<file path="src/rtl/dmi_jtag_dtm.sv">
// JTAG Debug Transport Module: oversamples the JTAG pins in the clk domain,
// runs the TAP controller and the IDCODE/DTMCS/DMI/BYPASS registers, and
// turns Update-DR of the DMI register into one DMI request.
//
// DMI handshake: o_dmi_valid rises with addr/wdata/write stable and holds them
// until the cycle where o_dmi_valid && i_dmi_ready; valid drops on the next clk,
// and i_dmi_rdata is captured one clk after the match (reads only).
module dmi_jtag_dtm #(
    parameter logic [31:0] IDCODE = 32'h1000_0CFD
) (
    input  logic        i_clk,
    input  logic        i_resetn,
    input  logic        i_tck,
    input  logic        i_tms,
    input  logic        i_tdi,
    output logic        o_tdo,
    output logic        o_tdo_en,
    output logic        o_dmi_valid,
    input  logic        i_dmi_ready,
    output logic        o_dmi_write,
    output logic [6:0]  o_dmi_addr,
    output logic [31:0] o_dmi_wdata,
    input  logic [31:0] i_dmi_rdata,
    output logic [3:0]  o_tap_state,
    output logic [4:0]  o_ir,
    output logic [1:0]  o_dmi_state
);
    // TAP states use the IEEE 1149.1 reference encoding
    localparam logic [3:0] S_TLR = 4'hF, S_RTI = 4'hC, S_SDS = 4'h7, S_CDR = 4'h6,
                           S_SDR = 4'h2, S_E1D = 4'h1, S_PDR = 4'h3, S_E2D = 4'h0,
                           S_UDR = 4'h5, S_SIS = 4'h4, S_CIR = 4'hE, S_SIR = 4'hA,
                           S_E1I = 4'h9, S_PIR = 4'hB, S_E2I = 4'h8, S_UIR = 4'hD;
    localparam logic [4:0] IR_IDCODE = 5'h01, IR_DTMCS = 5'h10, IR_DMI = 5'h11;
    localparam logic [1:0] SEL_IDCODE = 2'd0, SEL_DTMCS = 2'd1, SEL_DMI = 2'd2, SEL_BYP = 2'd3;
    localparam logic [1:0] D_IDLE = 2'd0, D_REQ = 2'd1, D_RSP = 2'd2;

    logic        r_tck_s1, r_tck_s2, r_tck_s2_d, r_tms_s1, r_tms_s2, r_tdi_s1, r_tdi_s2;
    logic [3:0]  r_tap, w_tap_next;
    logic [4:0]  r_ir;
    logic [40:0] r_sr;
    logic        r_tdo;
    logic [1:0]  w_sel, r_sticky, r_dmi_state;
    logic        r_discard, r_valid, r_write;
    logic [6:0]  r_addr, r_last_addr;
    logic [31:0] r_wdata, r_last_rdata, w_dtmcs;
    logic        w_tck_rise, w_tck_fall, w_pending, w_upd_dr;
    logic [1:0]  w_status;

    assign w_tck_rise = r_tck_s2 & ~r_tck_s2_d;
    assign w_tck_fall = ~r_tck_s2 & r_tck_s2_d;
    assign w_pending  = (r_dmi_state != D_IDLE);
    assign w_status   = ((r_sticky != 2'd0) || w_pending) ? 2'd3 : 2'd0;
    assign w_upd_dr   = w_tck_fall && (r_tap == S_UDR);
    // dmireset/dmihardreset read back as 0; idle=1, dmistat=sticky, abits=7, version=1
    assign w_dtmcs    = {14'd0, 2'b00, 1'b0, 3'd1, r_sticky, 6'd7, 4'd1};

    // Two-flop synchronizers for the JTAG pins plus a delayed tck for edge detect
    always_ff @(posedge i_clk) begin
        if (!i_resetn) begin
            r_tck_s1 <= 1'b0; r_tck_s2 <= 1'b0; r_tck_s2_d <= 1'b0;
            r_tms_s1 <= 1'b0; r_tms_s2 <= 1'b0;
            r_tdi_s1 <= 1'b0; r_tdi_s2 <= 1'b0;
        end else begin
            r_tck_s1 <= i_tck; r_tck_s2 <= r_tck_s1; r_tck_s2_d <= r_tck_s2;
            r_tms_s1 <= i_tms; r_tms_s2 <= r_tms_s1;
            r_tdi_s1 <= i_tdi; r_tdi_s2 <= r_tdi_s1;
        end
    end

    // TAP next-state function driven by synchronized tms
    always_comb begin
        w_tap_next = r_tap;
        case (r_tap)
            S_TLR: w_tap_next = r_tms_s2 ? S_TLR : S_RTI;
            S_RTI: w_tap_next = r_tms_s2 ? S_SDS : S_RTI;
            S_SDS: w_tap_next = r_tms_s2 ? S_SIS : S_CDR;
            S_CDR: w_tap_next = r_tms_s2 ? S_E1D : S_SDR;
            S_SDR: w_tap_next = r_tms_s2 ? S_E1D : S_SDR;
            S_E1D: w_tap_next = r_tms_s2 ? S_UDR : S_PDR;
            S_PDR: w_tap_next = r_tms_s2 ? S_E2D : S_PDR;
            S_E2D: w_tap_next = r_tms_s2 ? S_UDR : S_SDR;
            S_UDR: w_tap_next = r_tms_s2 ? S_SDS : S_RTI;
            S_SIS: w_tap_next = r_tms_s2 ? S_TLR : S_CIR;
            S_CIR: w_tap_next = r_tms_s2 ? S_E1I : S_SIR;
            S_SIR: w_tap_next = r_tms_s2 ? S_E1I : S_SIR;
            S_E1I: w_tap_next = r_tms_s2 ? S_UIR : S_PIR;
            S_PIR: w_tap_next = r_tms_s2 ? S_E2I : S_PIR;
            S_E2I: w_tap_next = r_tms_s2 ? S_UIR : S_SIR;
            S_UIR: w_tap_next = r_tms_s2 ? S_SDS : S_RTI;
            default: w_tap_next = S_TLR;
        endcase
    end

    // Decode the instruction into the selected data register (unknown -> BYPASS)
    always_comb begin
        w_sel = SEL_BYP;
        case (r_ir)
            IR_IDCODE: w_sel = SEL_IDCODE;
            IR_DTMCS:  w_sel = SEL_DTMCS;
            IR_DMI:    w_sel = SEL_DMI;
            default:   w_sel = SEL_BYP;
        endcase
    end

    // TAP state register, advanced on tck rising strobes
    always_ff @(posedge i_clk) begin
        if (!i_resetn)       r_tap <= S_TLR;
        else if (w_tck_rise) r_tap <= w_tap_next;
    end

    // Instruction register: IDCODE whenever TLR is entered, loaded on Update-IR
    always_ff @(posedge i_clk) begin
        if (!i_resetn)                                r_ir <= IR_IDCODE;
        else if (w_tck_rise && (w_tap_next == S_TLR)) r_ir <= IR_IDCODE;
        else if (w_tck_fall && (r_tap == S_UIR))      r_ir <= r_sr[4:0];
    end

    // Shared IR/DR shift register: capture and shift on tck rise, tdo on tck fall
    always_ff @(posedge i_clk) begin
        if (!i_resetn) begin
            r_sr  <= '0;
            r_tdo <= 1'b0;
        end else begin
            if (w_tck_rise) begin
                case (r_tap)
                    S_CIR: r_sr <= {36'd0, 5'b00001};
                    S_SIR: r_sr <= {36'd0, r_tdi_s2, r_sr[4:1]};
                    S_CDR: begin
                        case (w_sel)
                            SEL_IDCODE: r_sr <= {9'd0, IDCODE};
                            SEL_DTMCS:  r_sr <= {9'd0, w_dtmcs};
                            SEL_DMI:    r_sr <= {r_last_addr, r_last_rdata, w_status};
                            default:    r_sr <= '0;
                        endcase
                    end
                    S_SDR: begin
                        case (w_sel)
                            SEL_DMI: r_sr <= {r_tdi_s2, r_sr[40:1]};
                            SEL_BYP: r_sr <= {40'd0, r_tdi_s2};
                            default: r_sr <= {9'd0, r_tdi_s2, r_sr[31:1]};
                        endcase
                    end
                    default: r_sr <= r_sr;
                endcase
            end
            if (w_tck_fall) r_tdo <= r_sr[0];
        end
    end

    // DTMCS/DMI update decisions and the DMI request/response FSM
    always_ff @(posedge i_clk) begin
        if (!i_resetn) begin
            r_dmi_state  <= D_IDLE;
            r_sticky     <= 2'd0;
            r_discard    <= 1'b0;
            r_valid      <= 1'b0;
            r_write      <= 1'b0;
            r_addr       <= '0;
            r_wdata      <= '0;
            r_last_addr  <= '0;
            r_last_rdata <= '0;
        end else begin
            case (r_dmi_state)
                D_REQ: if (i_dmi_ready) begin
                    r_valid     <= 1'b0;
                    r_dmi_state <= D_RSP;
                end
                D_RSP: begin
                    if (!r_write && !r_discard) r_last_rdata <= i_dmi_rdata;
                    r_dmi_state <= D_IDLE;
                end
                default: r_dmi_state <= D_IDLE;
            endcase
            if (w_upd_dr && (w_sel == SEL_DTMCS)) begin
                if (r_sr[16] || r_sr[17]) r_sticky <= 2'd0;
                if (r_sr[17] && w_pending) r_discard <= 1'b1;
            end
            if (w_upd_dr && (w_sel == SEL_DMI) && (r_sticky == 2'd0)) begin
                if (w_pending) begin
                    r_sticky <= 2'd3;
                end else if ((r_sr[1:0] == 2'd1) || (r_sr[1:0] == 2'd2)) begin
                    r_valid     <= 1'b1;
                    r_write     <= (r_sr[1:0] == 2'd2);
                    r_addr      <= r_sr[40:34];
                    r_wdata     <= r_sr[33:2];
                    r_last_addr <= r_sr[40:34];
                    r_discard   <= 1'b0;
                    r_dmi_state <= D_REQ;
                end
            end
        end
    end

    assign o_tdo       = r_tdo;
    assign o_tdo_en    = (r_tap == S_SIR) || (r_tap == S_SDR);
    assign o_dmi_valid = r_valid;
    assign o_dmi_write = r_write;
    assign o_dmi_addr  = r_addr;
    assign o_dmi_wdata = r_wdata;
    assign o_tap_state = r_tap;
    assign o_ir        = r_ir;
    assign o_dmi_state = r_dmi_state;
endmodule

</file>
<file path="config.mk">
export PLATFORM = sky130hd
export DESIGN_NAME = dmi_jtag_dtm
export DESIGN_NICKNAME = d
export VERILOG_FILES = /design/src/rtl/dmi_jtag_dtm.sv
export SDC_FILE = /design/constraint.sdc
export NUM_CORES = 1
export LEC_CHECK = 0
export ABC_AREA = 1
export BUFFER_PORTS_ARGS = -buffer_cell sky130_fd_sc_hd__buf_4
export CORE_ASPECT_RATIO = 1.5
export CORE_MARGIN = 5
export CORE_UTILIZATION = 45
export CTS_CLUSTER_SIZE = 28
export DETAILED_ROUTE_END_ITERATION = 10
export PLACE_DENSITY = 0.66
export REMOVE_ABC_BUFFERS = 1
export SLEW_MARGIN = 30
export SYNTH_ARGS = -nofsm -noshare
export SYNTH_HDL_FRONTEND = slang
export SYNTH_SLANG_ARGS = --single-unit
</file>
<file path="constraint.sdc">
create_clock -name i_clk -period 2.7 [get_ports i_clk]
set_input_delay 0.405 -clock i_clk [delete_from_list [all_inputs] [get_ports i_clk]]
set_output_delay 0.405 -clock i_clk [all_outputs]
set_load 0.02 [all_outputs]
</file>
Word level (Yosys, flattened, before mapping)
Cells that the tools add are included.

cells by class
  reduce and logical (&&, ||, !) cells = 27
  mux-type cells = 37
  bitwise gates (word level) = 6
  eq/ne operators = 26

operators with widths
  kind                  count
  $pmux W41 S4          1
  $pmux W41 S3          1
  $pmux W41 S2          1
  $pmux W4 S12          1
  $eq A4 B4 Y1 const B  9
  $mux W2               16
  $eq A4 B3 Y1 const B  4
  $mux W3               4
  $mux W1               11
  $eq A5 B5 Y1 const B  2
  $eq A2 B2 Y1 const B  4
  $eq A4 B2 Y1 const B  2
  $logic_and A1 B1 Y1   8
  $eq A2 B1 Y1 const B  3
  $pmux W2 S3           1
  $reduce_or A2 Y1      3
  $eq A5 B1 Y1 const B  1
  $eq A4 B1 Y1 const B  1
  $logic_not A2 Y1      2
  $logic_not A4 Y1      1
  $logic_or A1 B1 Y1    4
  $mux W4               1
  $not A1 Y1            4
  $reduce_and A2 Y1     2
  other kinds (6)       9

word-level totals
  register bits after elaboration = 136
  word-level logic and storage cells = 115
  output and inout bits = 54

Longest topological paths before layout
Gate-level depths: netlist (run 1).

  word-level depth = 8
  gate-level depth with buffers = 12

Worst setup path before layout (run 1)
OpenSTA, ideal clock, no wires.

  path type = reg-to-reg
  start point = register r_ir[0] (netlist: o_ir[0])
  end point = register r_wdata[22] (netlist: o_dmi_wdata[22])
  cell stages (with the launch flop) = 10
  clock period less this slack = 1.637 ns
  data required time = 2.587 ns
  setup time = 0.113 ns
  path slack = 1.063 ns
  path buffers = 2
  arrival time = 1.524 ns
  cell sequence = dfxtp_1 > inv_2 > nor2_1 > nand3_2 > nor2_2 > nand2_2 > buf_2 > buf_6 > o21ai_1 > nor2_1

on the way
  cells in the longest elaborated chain, start to end = 6

RTL lines
  what                                          RTL line  RTL
  from (decl)                                   39        logic [4:0] r_ir;
  from (signal assigned)                        115       else if (w_tck_fall && (r_tap == S_UIR)) r_ir <= r_sr[4:0];
  $eq A5 B5 Y1 or $eq A5 B1 Y1 (tied branches)  97        case (r_ir)
  $pmux W2 S3 (*)                               97
  $eq A2 B2 Y1 (*)                              178       if (w_upd_dr && (w_sel == SEL_DMI) && (r_sticky == 2'd0)) begin
  $logic_and A1 B1 Y1 (*) (2 in series)         178
  $reduce_and A3 Y1 (no line) (*)               n/a
  to (signal assigned)                          185       r_wdata <= r_sr[33:2];
  to (decl)                                     45        logic [31:0] r_wdata, r_last_rdata, w_dtmcs;

Every way passes the cells marked *; elsewhere a longest branch is shown, timed or not.
A chain may end at the register's enable or synchronous reset.

Final worst setup path (run 1)
  start point = register r_tap[1] (netlist: o_tap_state[1])
  end point = register r_sr[28]

on the way
  cells in the longest elaborated chain, start to end = 3

RTL lines
  what                                  RTL line  RTL
  from (decl)                           38        logic [3:0] r_tap, w_tap_next;
  from (signal assigned)                108       else if (w_tck_rise) r_tap <= w_tap_next;
  $eq A4 B4 Y1 (tied with other cells)  125       case (r_tap)
  $reduce_bool A4 Y1 (no line)          n/a
  $reduce_and A2 Y1 (no line)           n/a
  to (signal assigned)                  126       S_CIR: r_sr <= {36'd0, 5'b00001};
  to (signal assigned)                  127       S_SIR: r_sr <= {36'd0, r_tdi_s2, r_sr[4:1]};
  to (signal assigned)                  130       SEL_IDCODE: r_sr <= {9'd0, IDCODE};
  to (decl)                             40        logic [40:0] r_sr;

Parallel ways exist; a longest one is shown, timed or not.

==> impl_metrics.env, run 1 <==
export IMPL_synth_top_cells_by_area="dfxtp_1, nand2_1, nor2_1, o21ai_0, a21oi_1"
export IMPL_p_clk_frac=0.529
export IMPL_post_place_ws_ps=562
export IMPL_setup_tns_ps=0
export IMPL_endpoint_kind="flip-flop"
export IMPL_syn_cell_area_um2=5590
export IMPL_final_nets=899
export IMPL_fmax_ghz=0.467
export IMPL_insertion_delay_ps=410
export IMPL_ir_drop_mv=0.482
export IMPL_cts_repair_resized=0
export IMPL_avgSynthCellArea_um2=7.15
export IMPL_finalPower_mw=4.69
export IMPL_cts_setup_buffers=0
export IMPL_die_area_um2=14800
export IMPL_avgRoutedWirePerCell_um=14.2
export IMPL_synth_async_reset_ratio=0
export IMPL_internal_power_mw=3.70
export IMPL_clock_skew_final_ps=6.10
export IMPL_via_per_inst=5.08
export IMPL_htreeDepth=4
export IMPL_clock_tree_buffer_depth=2
export IMPL_ys_flop_type="dfxtp_1"
export IMPL_antennaDiodeCount=0
export IMPL_slowest_delay_ps=490
export IMPL_dpl_hpwl_um=10200
export IMPL_wirelength_um=14600
export IMPL_drc=0
export IMPL_area_growth_pct=25.0
export IMPL_via_count=5220
export IMPL_synth_cell_types=26
export IMPL_leakage_nw=2.79
export IMPL_antenna_found_initial=0
export IMPL_p_per_area_nw_per_um2=670
export IMPL_status="completed"
export IMPL_grt_remaining_overflow=0
export IMPL_tightest_slew_ps=725
export IMPL_core_area_um2=12300
export IMPL_rsz0062_at_grt="no"
export IMPL_hold_class="in -> reg"
export IMPL_hold_buffers=0
export IMPL_max_cap_violations=0
export IMPL_cp_required_ps=3030
export IMPL_max_slew_margin=0.516
export IMPL_final_antenna_net_count=0
export IMPL_grt_pass1_wl_um=24200
export IMPL_synth_seq_cells=136
export IMPL_setup_violations=0
export IMPL_cp_top_family="simple AND/OR/NAND/NOR gates"
export IMPL_gp_congestion=0.915
export IMPL_die_y_um=146
export IMPL_p_switching_uw=984
export IMPL_start_util=0.454
export IMPL_drt_iter0_markers=326
export IMPL_critPathMostFrequentCell="nand2_1"
export IMPL_grt_max_degree=53
export IMPL_drt_first_pass_iters=5
export IMPL_clock_sinks=136
export IMPL_syn_inst=782
export IMPL_path_max_fanout=25
export IMPL_finalCriticalPeriod_ps=2140
export IMPL_slew_viol_final=0
export IMPL_boundaryPins=92
export IMPL_setup_ws_ps=561
export IMPL_cts_tree="built"
export IMPL_cts_inserted_buffers=17
export IMPL_cp_buffers_inverters=1
export IMPL_clk_pin_slew_ps=60
export IMPL_post_route_cells_drive_above_1_share=0.172
export IMPL_hold_viol=0
export IMPL_die_w_um=101
export IMPL_num_rows=50
export IMPL_yosysWarnings=0
export IMPL_seqPwrFrac=0.432
export IMPL_grt_pass1_vias=5058
export IMPL_synth_area_leader_cell="dfxtp_1"
export IMPL_io_buffers=91
export IMPL_grt_use_total=0.202
export IMPL_yosysTopAreaCellShare=0.487
export IMPL_path_cells="nand2_1, nor2_4, inv_2, nor2_4, nand2_1, nand2_1, nand2_1, a21oi_1"
export IMPL_ys_seq_area_frac=0.487
export IMPL_min_period_over_period=0.792
export IMPL_crit_type="reg -> reg"
export IMPL_swShare=0.210
export IMPL_critPathLaunchType="flip-flop"
export IMPL_cp_arrival_ps=2470
export IMPL_cts_root_buffer="clkbuf_16"
export IMPL_synth_edf_count=0
export IMPL_worst_path_max_delay_cell="nor2_4"
export IMPL_combPwrFrac=0.038
[registers in the layout, indices dropped and copies added (netlist names), 2 cells and up]
| register | cells |
|---|---|
| o_dmi_wdata | 32 |
| o_tap_state | 4 |
| r_last_addr | 7 |
| r_last_rdata | 32 |
| o_dmi_state | 2 |
| o_ir | 5 |
| r_sticky | 2 |
| r_sr | 41 |
[logic make-up (layout without fill, tap and decap cells)]
family | count (synthesis) | after routing | share of synthesized area
flops | 136 | 136 | 0.487
fa+ha+maj | 1 | 1 | 0.00224
simple gates | 341 | 341 | 0.250
buf+inv | 106 | 196 | 0.0784
compound gates | 198 | 198 | 0.183
[worst min-delay path: stages]
cell and delay, ps:
buf_4 70, nand2_1 40, inv_1 40
[through the flow]
step           instances  utilization  hold WS, ps  cell area (um2)
6_report            1028        0.567          171             6990
5_1_grt             1028        0.567          168             6990
4_1_cts             1028        0.567          162             6990
3_5_place_dp         997        0.515          407             6350
3_3_place_gp         997        0.515          393             6350
2_1_floorplan        743            -          390             5400
[Yosys cell counts, types with 3 or more instances]
cell	n
o21ai_1	27
o21ai_0	89
inv_1	58
clkbuf_1	28
inv_2	8
nand2_1	168
nor2_4	7
buf_4	6
nand3_1	23
nor2_1	131
a21oi_1	73
a22o_1	7
nand4_1	3
dfxtp_1	136
[cell usage in the layout (no fill, tap or decap), types with 3 or more instances in the layout]
master,instances
nand4_1,3
o21ai_1,27
inv_1,58
nand3_1,22
inv_2,8
clkinvlp_4,3
clkbuf_8,3
bufinv_16,4
dfxtp_1,136
a21oi_1,73
o21ai_0,89
clkbuf_16,17
a22o_1,7
nor2_4,7
nor2_1,131
buf_4,97
nand2_1,168
[final cells by class]
type	count	area, um2
clock buffer	20	467
multi-input combinational	540	2430
inverter	67	251
clock inverter	11	170
tap	156	195
timing repair buffer	98	748
fill	1179	5340
sequential	136	2720
[power groups by stage]
| stage | Sequential [mW] | Combinational [mW] | Clock (mW) |
|---|---|---|---|
| global route | 2.03 | 0.202 | 2.61 |
| detailed placement | 2.07 | 0.179 | 0 |
| floorplan | 2.07 | 0.0830 | 0 |
| finish | 2.03 | 0.179 | 2.48 |
| global placement | 2.07 | 0.181 | 0 |
| CTS | 2.03 | 0.181 | 2.51 |
[path summary, 6_finish.rpt]
kind / start / endpoint / slack [ps] / depth (start not counted)
min: i_tms / r_tms_s1 / 170 / 3
max reg2reg: o_tap_state[1] / r_sr[28] / 560 / 8
max: o_tap_state[1] / r_sr[28] / 560 / 8
min reg2reg: r_tms_s1 / r_tms_s2 / 420 / 2
[per-layer routing]
layer,vias to the layer above,routed length [um],part of all wire,global-route usage
li1,2667,-,-,-
met2,129,7630,0.52,0.363
met3,18,667,0.046,0.0440
met4,0,204,0.014,0.0632
met1,2406,6090,0.42,0.235
met5,-,0,0,0
No activity file was read; power rests on OpenSTA's default activity.
==> run 2, diff against run 1 <==
- clock period: 2.7 -> 2.1 ns (I/O delays scaled with it)
==> run 2 against run 1 <==
  * Clock power rose by 27%
  * Count of clock-buffer cells in the layout fell by 1
  * Setup slack got worse by 280 ps
  * Highest routed layer unchanged
  * Cell area rose by 0.64%
  * Sequential cell count did not move
  * Global-route usage barely moved
  * Critical endpoint is now o_dmi_wdata[5]
  * Maximum frequency rose by 18%
  * Via count rose by 1.6%
  * Largest power group unchanged
  * Die area did not move
==> impl_metrics.env, run 2 (same netlist as run 1, synthesis figures left out) <==
export IMPL_status="completed"
export IMPL_cp_arrival_ps=2120
export IMPL_insertion_delay_ps=410
export IMPL_clock_tree_buffer_depth=2
export IMPL_combPwrFrac=0.039
export IMPL_hold_buffers=0
export IMPL_cp_required_ps=2400
export IMPL_gp_congestion=0.889
export IMPL_io_buffers=91
export IMPL_grt_remaining_overflow=0
export IMPL_max_slew_margin=0.716
export IMPL_via_per_inst=5.12
export IMPL_internal_power_mw=4.73
export IMPL_cts_repair_resized=0
export IMPL_antenna_found_initial=0
export IMPL_core_area_um2=12300
export IMPL_clock_sinks=136
export IMPL_crit_type="reg -> reg"
export IMPL_hold_ws_ps=84.8
export IMPL_cts_tree="built"
export IMPL_final_antenna_net_count=0
export IMPL_min_to="r_tms_s1"
export IMPL_die_area_um2=14800
export IMPL_final_cell_mix="nand2_1, dfxtp_1, nor2_1, buf_4, o21ai_0"
export IMPL_setup_violations=0
export IMPL_setup_ws_ps=283
export IMPL_drc=0
export IMPL_leakage_nw=2.84
export IMPL_regArea_um2=2720
export IMPL_boundaryPins=92
export IMPL_cts_inserted_buffers=17
export IMPL_drt_iter0_markers=325
export IMPL_grt_pass1_vias=5146
export IMPL_r2r_slack_ps=280
export IMPL_grt_use_total=0.202
export IMPL_area_growth_pct=25.8
export IMPL_via_count=5303
export IMPL_clk_pin_slew_ps=60
export IMPL_multiInputGateArea_um2=2430
export IMPL_slew_viol_final=0
export IMPL_p_clk_frac=0.525
export IMPL_swShare=0.209
export IMPL_tightest_slew_ps=425
export IMPL_drt_first_pass_iters=7
export IMPL_dpl_hpwl_um=10200
export IMPL_die_w_um=101
export IMPL_p_per_area_nw_per_um2=850
export IMPL_hold_class="in -> reg"
export IMPL_max_cap_violations=0
export IMPL_min_delay_start="i_tms"
export IMPL_path_max_fanout=39
export IMPL_seqPwrFrac=0.436
export IMPL_post_place_ws_ps=272
export IMPL_grt_max_degree=43
export IMPL_cp_startpoint="o_ir[0]"
export IMPL_hold_viol=0
export IMPL_num_rows=50
export IMPL_finalPower_mw=5.98
export IMPL_die_y_um=146
export IMPL_start_util=0.454
export IMPL_min_path_cells=3
export IMPL_htreeDepth=4
export IMPL_nFillCells=1166
export IMPL_post_route_cells_drive_above_1_share=0.180
export IMPL_ir_drop_mv=0.501
export IMPL_grt_pass1_wl_um=24000
export IMPL_final_common_cell="nand2_1"
export IMPL_rsz0062_at_grt="no"
export IMPL_finalCriticalPeriod_ps=1820
export IMPL_r2r_end="o_dmi_wdata[5]"
export IMPL_antennaDiodeCount=0
export IMPL_cts_root_buffer="clkbuf_16"
export IMPL_final_nets=906
export IMPL_min_period_over_period=0.865
export IMPL_critPathLaunchType="flip-flop"
export IMPL_wirelength_um=14700
export IMPL_endpoint_kind="flip-flop"
export IMPL_regMostFlops="r_sr"
export IMPL_largest_reg_flops=41
export IMPL_clock_skew_final_ps=10.3
export IMPL_p_switching_mw=1.25
export IMPL_reg2reg_from="o_ir[0]"
export IMPL_cts_setup_buffers=0
export IMPL_fmax_ghz=0.550
export IMPL_avgRoutedWirePerCell_um=14.2
export IMPL_reg2regPathDepth=8
==> run 2: final cells by class <==
cell class,instances,share of cell area
clock buffer,19,0.0644
clock inverter,13,0.0251
inverter,67,0.0358
multi-input combinational,540,0.346
sequential,136,0.387
tap,156,0.0278
timing repair buffer,105,0.114
==> run 2: worst max-delay path by stage <==
stage | cells after the start | endpoint | slack (ps)
final | 8 | o_dmi_wdata[5] | 280
after global routing | 9 | o_dmi_wdata[25] | 110
after CTS | 8 | o_dmi_wdata[5] | 260
after detailed placement | 8 | o_dmi_wdata[5] | 270
after global placement | 8 | o_dmi_wdata[5] | 270
after floorplan | 5 | r_sr[0] | -90
==> run 2: worst max-delay path: stages, from the launching register on <==
cell and delay [ps]:
dfxtp_1 420, inv_2 50, nor2_1 180, nand3_2 200, nor2_2 190, nand2_2 70
buf_4 250, o21ai_0 260, nor2_1 60
==> run 2: metrics by stage <==
step | area [um2] | TNS [ps] | utilization | instances
after detailed placement | 6400 | 0 | 0.520 | 1004
after floorplan | 5400 | -2400 | - | 743
after global routing | 7030 | 0 | 0.571 | 1036
after CTS | 7030 | 0 | 0.571 | 1036
after global placement | 6400 | 0 | 0.520 | 1004
final | 7030 | 0 | 0.571 | 1036
==> run 2: power by group through the flow <==
stage / sequential, mW / combinational (mW) / clock, mW
3_5_place_dp: 2.66 / 0.233 / 0
4_1_cts: 2.60 / 0.234 / 3.19
3_3_place_gp: 2.66 / 0.230 / 0
5_1_grt: 2.60 / 0.260 / 3.31
2_1_floorplan: 2.66 / 0.107 / 0
6_report: 2.60 / 0.234 / 3.14
==> run 2: metal layers <==
metal	routed length, um	GRT usage	part of all wire	up-vias
met2	7650	0.361	0.52	167
met5	0	0	0	-
met4	296	0.0785	0.020	0
met3	695	0.0459	0.047	34
li1	-	-	-	2685
met1	6030	0.228	0.41	2417
